File: src/rtl/shift_issue_stage_if.sv
// Request/response handshake bundle for shift_issue_stage.
// master = producer/consumer side, slave = the issue stage itself.
interface shift_issue_stage_if;
    logic        in_valid;
    logic        in_ready;
    logic [31:0] in_a;
    logic [4:0]  in_b;
    logic [1:0]  in_op;
    logic        out_valid;
    logic        out_ready;
    logic [31:0] out_result;
    logic        out_zero;
    logic        out_neg;
    logic        out_illegal;

    modport master (
        output in_valid, in_a, in_b, in_op, out_ready,
        input  in_ready, out_valid, out_result, out_zero, out_neg, out_illegal
    );

    modport slave (
        input  in_valid, in_a, in_b, in_op, out_ready,
        output in_ready, out_valid, out_result, out_zero, out_neg, out_illegal
    );
endinterface

File: src/rtl/shift_issue_stage.sv
// Shift issue stage: one issue register feeding a shifter, results queued in
// a 2-entry FIFO with zero/negative/illegal flags and a pop counter.

module shifter (
    output logic [31:0] out,
    input  logic [31:0] a,
    input  logic [31:0] b,
    input  logic        ctl0,
    input  logic        ctl1
);
    // NOTE: every output of an always_comb gets a value on every path (default arm) so no latch is inferred.
    always_comb begin
        case ({ctl1, ctl0})
            2'b01:   out = a << b;
            2'b10:   out = $unsigned($signed(a) >>> b);
            2'b11:   out = a >> b;
            default: out = a;
        endcase
    end
endmodule

module shift_issue_stage #(
    parameter int FIFO_DEPTH = 2
) (
    input  logic                clk,
    input  logic                rst_n,
    shift_issue_stage_if.slave  bus,
    output logic [15:0]         op_count
);
    typedef struct packed {
        logic [31:0] result;
        logic        zero;
        logic        neg;
        logic        illegal;
    } entry_t;

    logic        s1_valid;
    logic [31:0] s1_a;
    logic [4:0]  s1_b;
    logic [1:0]  s1_op;

    logic [31:0] shift_out;
    entry_t      push_entry;
    entry_t      head;
    entry_t      fifo_mem [2];
    logic        wr_ptr;
    logic        rd_ptr;
    logic [1:0]  count;

    logic        out_valid;
    logic        pop;
    logic        advance;
    logic        accept;

    shifter u_shifter (
        .out  (shift_out),
        .a    (s1_a),
        .b    ({27'd0, s1_b}),
        .ctl0 (s1_op[0]),
        .ctl1 (s1_op[1])
    );

    assign push_entry.result  = shift_out;
    assign push_entry.zero    = (shift_out == 32'd0);
    assign push_entry.neg     = shift_out[31];
    assign push_entry.illegal = (s1_op == 2'b00);

    // A full FIFO still takes a push when the head is leaving in the same cycle.
    assign out_valid = (count != 2'd0);
    assign pop       = out_valid && bus.out_ready;
    assign advance   = s1_valid && ((count < 2'(FIFO_DEPTH)) || pop);
    assign accept    = bus.in_valid && bus.in_ready;

    assign bus.in_ready = !s1_valid || advance;

    assign head            = fifo_mem[rd_ptr];
    assign bus.out_valid   = out_valid;
    assign bus.out_result  = out_valid ? head.result  : 32'd0;
    assign bus.out_zero    = out_valid ? head.zero    : 1'b0;
    assign bus.out_neg     = out_valid ? head.neg     : 1'b0;
    assign bus.out_illegal = out_valid ? head.illegal : 1'b0;

    // NOTE: sequential state uses non-blocking (<=) so all registers update together at the edge.
    always_ff @(posedge clk or negedge rst_n) begin
        if (!rst_n) begin
            s1_valid <= 1'b0;
            wr_ptr   <= 1'b0;
            rd_ptr   <= 1'b0;
            count    <= 2'd0;
            op_count <= 16'd0;
        end else begin
            if (accept) begin
                s1_valid <= 1'b1;
            end else if (advance) begin
                s1_valid <= 1'b0;
            end
            if (advance) begin
                wr_ptr <= ~wr_ptr;
            end
            if (pop) begin
                rd_ptr   <= ~rd_ptr;
                op_count <= op_count + 16'd1;
            end
            if (advance && !pop) begin
                count <= count + 2'd1;
            end else if (pop && !advance) begin
                count <= count - 2'd1;
            end
        end
    end

    // NOTE: payload and FIFO storage carry no reset; the valid bit and count qualify them, and outputs are gated to 0 when empty.
    always_ff @(posedge clk) begin
        if (accept) begin
            s1_a  <= bus.in_a;
            s1_b  <= bus.in_b;
            s1_op <= bus.in_op;
        end
        if (advance) begin
            fifo_mem[wr_ptr] <= push_entry;
        end
    end
endmodule
File: src/flat_wrapper.sv
// flat-port wrapper written by rule: the top's interface ports become plain ports
module shift_issue_stage_flat 
#(
    parameter int FIFO_DEPTH = 2
)
  (clk, rst_n, op_count, bus_in_valid, bus_in_a, bus_in_b, bus_in_op, bus_out_ready, bus_in_ready, bus_out_valid, bus_out_result, bus_out_zero, bus_out_neg, bus_out_illegal);
  shift_issue_stage_if bus_i ();
  input  logic clk;
  input  logic rst_n;
  output logic [15:0] op_count;
  input wire logic [$bits(bus_i.in_valid)-1:0] bus_in_valid;
  input wire logic [$bits(bus_i.in_a)-1:0] bus_in_a;
  input wire logic [$bits(bus_i.in_b)-1:0] bus_in_b;
  input wire logic [$bits(bus_i.in_op)-1:0] bus_in_op;
  input wire logic [$bits(bus_i.out_ready)-1:0] bus_out_ready;
  output wire logic [$bits(bus_i.in_ready)-1:0] bus_in_ready;
  output wire logic [$bits(bus_i.out_valid)-1:0] bus_out_valid;
  output wire logic [$bits(bus_i.out_result)-1:0] bus_out_result;
  output wire logic [$bits(bus_i.out_zero)-1:0] bus_out_zero;
  output wire logic [$bits(bus_i.out_neg)-1:0] bus_out_neg;
  output wire logic [$bits(bus_i.out_illegal)-1:0] bus_out_illegal;
  assign bus_i.in_valid = bus_in_valid;
  assign bus_i.in_a = bus_in_a;
  assign bus_i.in_b = bus_in_b;
  assign bus_i.in_op = bus_in_op;
  assign bus_i.out_ready = bus_out_ready;
  assign bus_in_ready = bus_i.in_ready;
  assign bus_out_valid = bus_i.out_valid;
  assign bus_out_result = bus_i.out_result;
  assign bus_out_zero = bus_i.out_zero;
  assign bus_out_neg = bus_i.out_neg;
  assign bus_out_illegal = bus_i.out_illegal;
  shift_issue_stage #(.FIFO_DEPTH(FIFO_DEPTH)) u_core (.clk(clk), .rst_n(rst_n), .bus(bus_i), .op_count(op_count));
endmodule
File: config.mk
export PLATFORM = sky130hd
export DESIGN_NAME = shift_issue_stage_flat
export DESIGN_NICKNAME = d
export VERILOG_FILES = /design/src/rtl/shift_issue_stage_if.sv /design/src/rtl/shift_issue_stage.sv /design/src/flat_wrapper.sv
export SDC_FILE = /design/constraint.sdc
export NUM_CORES = 1
export LEC_CHECK = 0
export BUFFER_PORTS_ARGS = -buffer_cell sky130_fd_sc_hd__buf_2
export CAP_MARGIN = 5
export CORE_MARGIN = 2
export CORE_UTILIZATION = 60
export CTS_CLUSTER_DIAMETER = 40
export DETAILED_ROUTE_END_ITERATION = 7
export PLACE_DENSITY_LB_ADDON = 0.25
export SETUP_SLACK_MARGIN = 0.5
export SLEW_MARGIN = 20
export SYNTH_ARGS = -nofsm -noshare
export SYNTH_HDL_FRONTEND = slang
export SYNTH_HIERARCHICAL = 1
export SYNTH_SLANG_ARGS = --single-unit
File: constraint.sdc
create_clock -name clk -period 5.77 [get_ports clk]
set_clock_uncertainty 0.15 [all_clocks]
set_input_delay 0.2885 -clock clk [delete_from_list [all_inputs] [get_ports clk]]
set_output_delay 0.2885 -clock clk [all_outputs]
set_load 0.01 [all_outputs]
==> results of run 1 <==
==> power groups by stage <==
stage	Sequential (mW)	Combinational, mW	Clock (mW)
detailed placement	1.50	1.46	0
CTS	1.49	1.49	1.07
global placement	1.49	1.44	0
global route	1.51	1.63	1.11
floorplan	1.36	1.10	0
finish	1.49	1.54	1.07
==> layer usage <==
metal | GRT usage, % | vias up | share of wire [%]
li1 | - | 4105 | -
met1 | 55.94 | 4759 | 36
met2 | 65.17 | 953 | 43
met3 | 15.15 | 246 | 14
met4 | 22.22 | 2 | 7.5
met5 | 0 | - | 0.089
==> cell type report <==
type / count / share of cell area, %
clock buffer: 17 / 3.576
clock inverter: 15 / 1.220
inverter: 12 / 0.3997
multi-input combinational: 791 / 52.18
sequential: 128 / 31.44
tap: 225 / 2.367
timing repair buffer: 156 / 8.815
==> registers in the layout (all words and copies together), names as in the netlist <==
signal,flops
u_core/count,2
u_core/fifo_mem,68
u_core/op_count,16
u_core/rd_ptr,1
u_core/s1_a,32
u_core/s1_b,5
u_core/s1_op,2
u_core/s1_valid,1
u_core/wr_ptr,1
==> tightest hold or removal path: stages <==
cell and delay, ps:
sky130_fd_sc_hd__buf_2 100, sky130_fd_sc_hd__nand3b_1 140, sky130_fd_sc_hd__nand2b_1 60
==> kinds of logic after synthesis <==
family | Yosys count
AOI/OAI and AO/OA | 229
xor gates and xnor gates | 20
adders and majority gates | 2
buffers and inverters | 116
DFF | 128
muxes | 172
other | 1
and+or+nand+nor | 329
==> through the flow <==
| stage | util [%] | setup slack (ps) | std cells | hold slack, ps |
|---|---|---|---|---|
| global placement | 63.76 | 1527 | 1271 | 116.7 |
| detailed placement | 63.76 | 1525 | 1271 | 122.5 |
| global route | 69.50 | 1244 | 1344 | 52.12 |
| finish | 69.50 | 1363 | 1344 | 45.62 |
| floorplan | - | 2815 | 1035 | -157.1 |
| CTS | 69.50 | 1461 | 1344 | 35.11 |
==> cell usage in the layout, fill, tap and decap left out, types with 6 or more instances in the layout <==
cell / synthesis / final
sky130_fd_sc_hd__o31ai_1: 7 / 7
sky130_fd_sc_hd__or2_2: 8 / 8
sky130_fd_sc_hd__or3_1: 7 / 7
sky130_fd_sc_hd__and2_1: 7 / 6
sky130_fd_sc_hd__inv_1: 10 / 10
sky130_fd_sc_hd__mux4_1: 7 / 7
sky130_fd_sc_hd__nor3_1: 16 / 16
sky130_fd_sc_hd__a22oi_1: 7 / 7
sky130_fd_sc_hd__buf_2: 28 / 95
sky130_fd_sc_hd__xor2_1: 6 / 6
sky130_fd_sc_hd__nand3_1: 30 / 30
sky130_fd_sc_hd__a311oi_1: 7 / 7
sky130_fd_sc_hd__a221oi_1: 9 / 9
sky130_fd_sc_hd__nand2b_1: 10 / 10
sky130_fd_sc_hd__clkbuf_16: 0 / 17
sky130_fd_sc_hd__xnor2_1: 14 / 14
sky130_fd_sc_hd__conb_1: 1 / 39
sky130_fd_sc_hd__nand2_1: 66 / 66
sky130_fd_sc_hd__dlygate4sd3_1: 0 / 41
sky130_fd_sc_hd__a41oi_1: 6 / 6
sky130_fd_sc_hd__a21o_1: 7 / 7
sky130_fd_sc_hd__and3_1: 11 / 11
sky130_fd_sc_hd__o21ai_0: 46 / 46
sky130_fd_sc_hd__mux2_2: 25 / 25
sky130_fd_sc_hd__buf_4: 6 / 19
sky130_fd_sc_hd__a21oi_1: 37 / 37
sky130_fd_sc_hd__edfxtp_1: 107 / 107
sky130_fd_sc_hd__dfrtp_1: 21 / 20
sky130_fd_sc_hd__nand4_1: 16 / 16
sky130_fd_sc_hd__o22ai_1: 9 / 9
sky130_fd_sc_hd__a211oi_1: 6 / 6
sky130_fd_sc_hd__nor2_1: 108 / 107
sky130_fd_sc_hd__nor2b_1: 7 / 7
sky130_fd_sc_hd__mux2i_1: 78 / 78
sky130_fd_sc_hd__mux4_2: 60 / 60
sky130_fd_sc_hd__nor4_1: 23 / 23
sky130_fd_sc_hd__o211ai_1: 6 / 6
sky130_fd_sc_hd__a31oi_1: 19 / 19
==> worst max-delay path by stage <==
stage / to / slack [ps] / cells after the start
CTS: u_core/fifo_mem[0][2] / 1460 / 10
floorplan: u_core/fifo_mem[0][2] / 2810 / 11
global placement: u_core/fifo_mem[0][2] / 1530 / 10
detailed placement: u_core/fifo_mem[0][2] / 1520 / 10
finish: u_core/fifo_mem[0][2] / 1360 / 10
global route: u_core/fifo_mem[0][2] / 1240 / 10
==> metrics.cfg, run 1 <==
[grt]
largest_net_degree_at_the_start_of_global_routing=74
overflow=0
grt_antenna_before_repair=0
grt_first_pass_wirelength_um=58320
grt_pass1_vias=9396
grt_util_all_layers_pct=43.39

[yosys]
synthesis.instances=997
top_count_cell_post_synth=sky130_fd_sc_hd__nor2_1
netlist.area_leader.share_pct=31.00
count_of_flip_flops_with_a_built_in_enable_after_synthesis=107
yosys-mux-area-fraction_pct=25.35
ys_warn_count=6
synth_top_family_by_area=multiplexers
synth_commonest_cells=sky130_fd_sc_hd__nor2_1 (108), sky130_fd_sc_hd__edfxtp_1 (107), sky130_fd_sc_hd__mux2i_1 (78)
ys.flop_type=sky130_fd_sc_hd__edfxtp_1
post_synth_fa_ha_maj_area_fraction_pct=0.2414
synth_seq_cells=128
netlist_area_um2=10370
synthXorXnorAreaFrac_pct=1.690
synth-compound-area-share_pct=15.37
postSynthAreaPerCell_um2=10.40
synth_top_area_cell=sky130_fd_sc_hd__edfxtp_1
post_synth_and_or_nand_nor_area_fraction_pct=15.79
ys_seq_area_share_pct=36.07
netlist_top_cells_area=sky130_fd_sc_hd__edfxtp_1 (31%), sky130_fd_sc_hd__mux4_2 (13%), sky130_fd_sc_hd__mux2i_1 (7.5%)
synth.lib_cells_used.distinct=86
synth_async_sr_flop_share_pct=16.41

[floorplan]
io-pin-count=96
num_rows=48
chipHeight_um=135.4
die_area_um2=18340
die_w_um=135.4
core_um2=17120
floorplan.initialDensity_pct=60.56

[worst_setup_path]
critPathLaunchType=flip-flop
path_delay_family=simple AND/OR/NAND/NOR gates
crit_path_end_kind=flip-flop
timing.critical_path.cells=buf_12 > mux4_1 > mux2_2 > nand2_1 > o311a_1 > a2111oi_0 > or3_1 > nor4_1 > nand4_1 > nor2_1
critical_path.max_fanout=59
critical_path.reg2reg.endpoint=u_core/fifo_mem[0][2]
worstRegToRegCells=10
critPathMaxStageDelay_ps=940
timing.critical_path.slowest_stage_cell=sky130_fd_sc_hd__edfxtp_1
regToRegSetupSlack_ps=1360
timing.rr.start=u_core/s1_b[1]
timing.critical_path.required_ps=5890
crit_path_start=u_core/s1_b[1]
worst_ep_arrival_time_ps=4520
critical_path_buf_inv_count=1
path_class=reg -> reg

[power_and_ir_drop]
peakVddDrop_mv=0.2929
share_comb_of_total_power_pct=37.6
pwrdens_nw_per_um2=344.6
power.total_mw=4.099
power.switching_mw=1.634
clock_power_share_pct=26.0
switching_part_of_the_total_pct=39.86
leakagePower_nw=4.531
seq_power_share_pct=36.4
cellInternalPower_mw=2.465

[final_layout]
postLayoutCellArea_um2=11900
n_antenna_cell=0
layout-drive-gt1-share_pct=23.59
n_fill_cell=1307
area_taken_by_multi_input_logic_gates_um2=6207
sequential_cell_area_um2=3740
layout-area-overhead-vs-synth_pct=14.75
layout.nets=1151

[place]
postPlaceCellArea_um2=10910
place_congestion=1.180
post_dp_hpwl_um=26000
portbufs=95

[sta]
post-route-period-util_pct=76.37
setup-violations-final=0
final_max_slew_viol_count=0
setup-tns-final_ps=0
worst_slew_pin_slew_ps=1157
timing.final.hold_violations=0
post-route-min-period_ps=4407
max-slew-margin-rel_pct=22.58
rsz0062_at_grt=false
achievable-frequency_mhz=226.9

[cts]
cts_sinks=128
num_cts_buffers=17
holdBufCountCts=41
cts.repair_timing.setup_buffer_count=0
insertion_delay_ps=440
clock_tree.buffer_depth=2
tritoncts=done
ctsResizeCount=0
clk_transition_reported_paths_ps=70
root_buffer=sky130_fd_sc_hd__clkbuf_16
htree_num_levels=4

[drt]
drt_pre_antenna_iters=8
vias=10065
postRouteWirelength_um=39280
remaining_drc_errors=72
detail-route-antenna-nets=0
drtIter0Drc=1920
route.detailed.wl_per_inst_um=29.23
vias_per_cell=7.489

[hold_path]
worst_hold_startpoint=bus_out_ready
hold_path.class=in -> reg
min_path_cells=3
holdPathEnd=u_core/s1_valid

[outcome]
status=finished, violations left
failed_checks=DRC

[run]
cap_violations=0

No activity file was read; power rests on OpenSTA's default activity.
==> inputs of run 2 (changes only) <==
--- a/config.mk
+++ b/config.mk
@@ -8,7 +8,7 @@
 export BUFFER_PORTS_ARGS = -buffer_cell sky130_fd_sc_hd__buf_2
 export CAP_MARGIN = 5
 export CORE_MARGIN = 2
-export CORE_UTILIZATION = 60
+export CORE_UTILIZATION = 55
 export CTS_CLUSTER_DIAMETER = 40
 export DETAILED_ROUTE_END_ITERATION = 7
 export PLACE_DENSITY_LB_ADDON = 0.25
==> constraint.sdc (replaced) <==
create_clock -name clk -period 3.55 [get_ports clk]
set_clock_uncertainty 0.15 [all_clocks]
set_input_delay 0.1775 -clock clk [delete_from_list [all_inputs] [get_ports clk]]
set_output_delay 0.1775 -clock clk [all_outputs]
set_load 0.01 [all_outputs]
==> run 2 against run 1 <==
Against the previous run:
- fmax is 30% higher
- critical path type unchanged
- via count grew 12%
- highest routed layer is now met4
- worst hold slack gained 75 ps
- largest power group unchanged
- the run still ends with DRC left
- critical path depth up 2
- combinational power increased by 110%
- first-iteration DRC count is 13% higher
- routed wire length up 21%
- sequential power up 58%
==> metrics.cfg, run 2 (synthesized netlist as in run 1, its figures left out) <==
[outcome]
status=finished, violations left
failed_checks=DRC

[final_layout]
utilization_pct=74.85  ; +5.4 points
biggestRegsByFlops=u_core/fifo_mem: 68 flops, u_core/s1_a: 32 flops, u_core/op_count: 16 flops
layout_common_cells=sky130_fd_sc_hd__buf_4 (169), sky130_fd_sc_hd__edfxtp_1 (107), sky130_fd_sc_hd__nor2_1 (100)
layout-area-overhead-vs-synth_pct=34.16
n_antenna_cell=0  ; unchanged
final_common_cell=sky130_fd_sc_hd__buf_4
layout.nets=1328  ; +15%
layout-drive-gt1-share_pct=39.04  ; +15 points
top_register=u_core/fifo_mem
largest_register_ffs=68  ; unchanged

[sta]
max-slew-margin-rel_pct=27.90  ; +5.3 points
whs_ps=120.6  ; +74.94 ps
achievable-frequency_mhz=294.7  ; +30%
setup-violations-final=0  ; unchanged
post-route-min-period_ps=3393  ; -1013 ps
worst_slew_pin_slew_ps=1081  ; -75.57 ps
rsz0062_at_grt=true
post-route-period-util_pct=95.58  ; +19 points
timing.final.hold_violations=0  ; unchanged
final_max_slew_viol_count=0  ; unchanged
setup-tns-final_ps=0  ; unchanged

[floorplan]
chipHeight_um=141.3  ; +4.3%
core_um2=18580  ; +8.6%
die_area_um2=19960  ; +8.8%
num_rows=50  ; +4.2%
die_w_um=141.3  ; +4.3%
floorplan.initialDensity_pct=55.79  ; -4.8 points
io-pin-count=96  ; unchanged

[drt]
drt_pre_antenna_iters=8  ; unchanged
route.detailed.wl_per_inst_um=31.12  ; +6.5%
vias_per_cell=7.351  ; -1.8%
remaining_drc_errors=24  ; -67%
detail_route.wirelength.met1_um=15720  ; +12%
met2_wirelength_um=19830  ; +18%
postRouteWirelength_um=47620  ; +21%
drtIter0Drc=2163  ; +13%
detail-route-antenna-nets=0  ; unchanged
highest_layer=met4
wl_met3_um=7348  ; +34%
vias=11247  ; +12%

[run]
cap_violations=0  ; unchanged

[power_and_ir_drop]
peakVddDrop_mv=0.3520  ; +20%
pwrdens_nw_per_um2=523.7  ; +52%
leakagePower_nw=5.561  ; +23%

[hold_path]
hold_path.class=in -> async

[worst_setup_path]
worst_ep_arrival_time_ps=3510  ; -1010 ps
critPathLaunchType=flip-flop
crit_path_end_kind=flip-flop
critical_path.max_fanout=8  ; -86%
timing.critical_path.required_ps=3660  ; -2230 ps
path_class=reg -> reg

[cts]
clk_transition_reported_paths_ps=70  ; about the same
tritoncts=done
num_cts_buffers=17  ; unchanged
clock_tree.buffer_depth=2  ; unchanged
root_buffer=sky130_fd_sc_hd__clkbuf_16
cts_sinks=128  ; unchanged
htree_num_levels=4  ; unchanged
insertion_delay_ps=430  ; about the same

[grt]
grt_pass1_vias=10486  ; +12%
grt_util_all_layers_pct=44.62  ; +1.2 points
grt_antenna_before_repair=0  ; unchanged
grt_first_pass_wirelength_um=65300  ; +12%
overflow=0  ; unchanged
largest_net_degree_at_the_start_of_global_routing=59  ; -20%

[place]
post_dp_hpwl_um=29420  ; +13%
portbufs=95  ; unchanged
place_congestion=1.095  ; -7.2%

[run 2: cell types whose count changed in the layout (fill, tap and decap cells not counted), moves of 8 or more]
cell	delta
sky130_fd_sc_hd__buf_12	+8
sky130_fd_sc_hd__mux2i_1	-8
sky130_fd_sc_hd__buf_4	+150
sky130_fd_sc_hd__buf_6	+10
sky130_fd_sc_hd__o21ai_0	-10
sky130_fd_sc_hd__o21ai_1	+8
sky130_fd_sc_hd__nor4_1	-9
[run 2: through the flow]
step / std cells / instance area (um2) / worst slack, ps / total power [mW]
after detailed placement: 1406 / 11930 / 45.97 / 5.059
after global routing: 1530 / 13910 / 113.4 / 7.494
after floorplan: 1035 / 10510 / 594.5 / 3.984
final: 1530 / 13910 / 156.9 / 7.284
after global placement: 1406 / 11930 / 81.67 / 4.987
after CTS: 1503 / 13390 / 322.7 / 6.919
[run 2: critical path: stages (launching register included)]
cell and delay, ps:
sky130_fd_sc_hd__edfxtp_1 340, sky130_fd_sc_hd__buf_6 170, sky130_fd_sc_hd__buf_12 160, sky130_fd_sc_hd__buf_4 200, sky130_fd_sc_hd__mux4_2 580, sky130_fd_sc_hd__mux2i_1 350, sky130_fd_sc_hd__or3_1 200, sky130_fd_sc_hd__a221oi_2 70
sky130_fd_sc_hd__buf_4 160, sky130_fd_sc_hd__or2_1 270, sky130_fd_sc_hd__nor4_2 230, sky130_fd_sc_hd__nand4_1 170, sky130_fd_sc_hd__nor2_1 170
[run 2: final cells by class]
| cell class | instances | area [um2] |
|---|---|---|
| multi-input combinational | 791 | 6621 |
| fill | 1205 | 4673 |
| sequential | 128 | 3740 |
| timing repair buffer | 333 | 2648 |
| clock buffer | 20 | 457.9 |
| tap | 234 | 292.8 |
| clock inverter | 12 | 97.59 |
| inverter | 12 | 50.05 |
[run 2: timing repair]
item | CTS | global route
setup endpoints to repair | 15 | 26
setup buffers | 18 | 25
endpoints found under the hold margin | 62 | 0
gates resized for setup | 55 | 68
hold buffers | 43 | 0
pin swaps | 19 | 21
gates cloned | 4 | 2
[run 2: routing by layer]
| metal | GRT usage [%] | vias to the layer above |
|---|---|---|
| met5 | 0 | - |
| met4 | 29.37 | 0 |
| met3 | 14.71 | 389 |
| met2 | 67.30 | 1204 |
| met1 | 55.07 | 5188 |
| li1 | - | 4466 |
[run 2: where the power goes]
group	internal, mW	total (mW)	leakage, nW	switching (mW)
Sequential	2.02	2.35	1.29	0.329
Clock	0.952	1.73	0.274	0.774
Combinational	1.41	3.20	4.00	1.79
[run 2: path summary, 6_finish.rpt]
path	startpoint	to	slack (ps)	cells past startpoint
setup / recovery	u_core/s1_b[0]	u_core/fifo_mem[0][2]	160	12
min in group clk	bus_in_a[7]	u_core/s1_a[7]	300	2
hold / removal	rst_n	u_core/op_count[7]	120	2
setup reg to reg	u_core/s1_b[0]	u_core/fifo_mem[0][2]	160	12
hold reg to reg	u_core/op_count[15]	u_core/op_count[15]	350	1
max in group asynchronous	rst_n	u_core/rd_ptr	2770	2
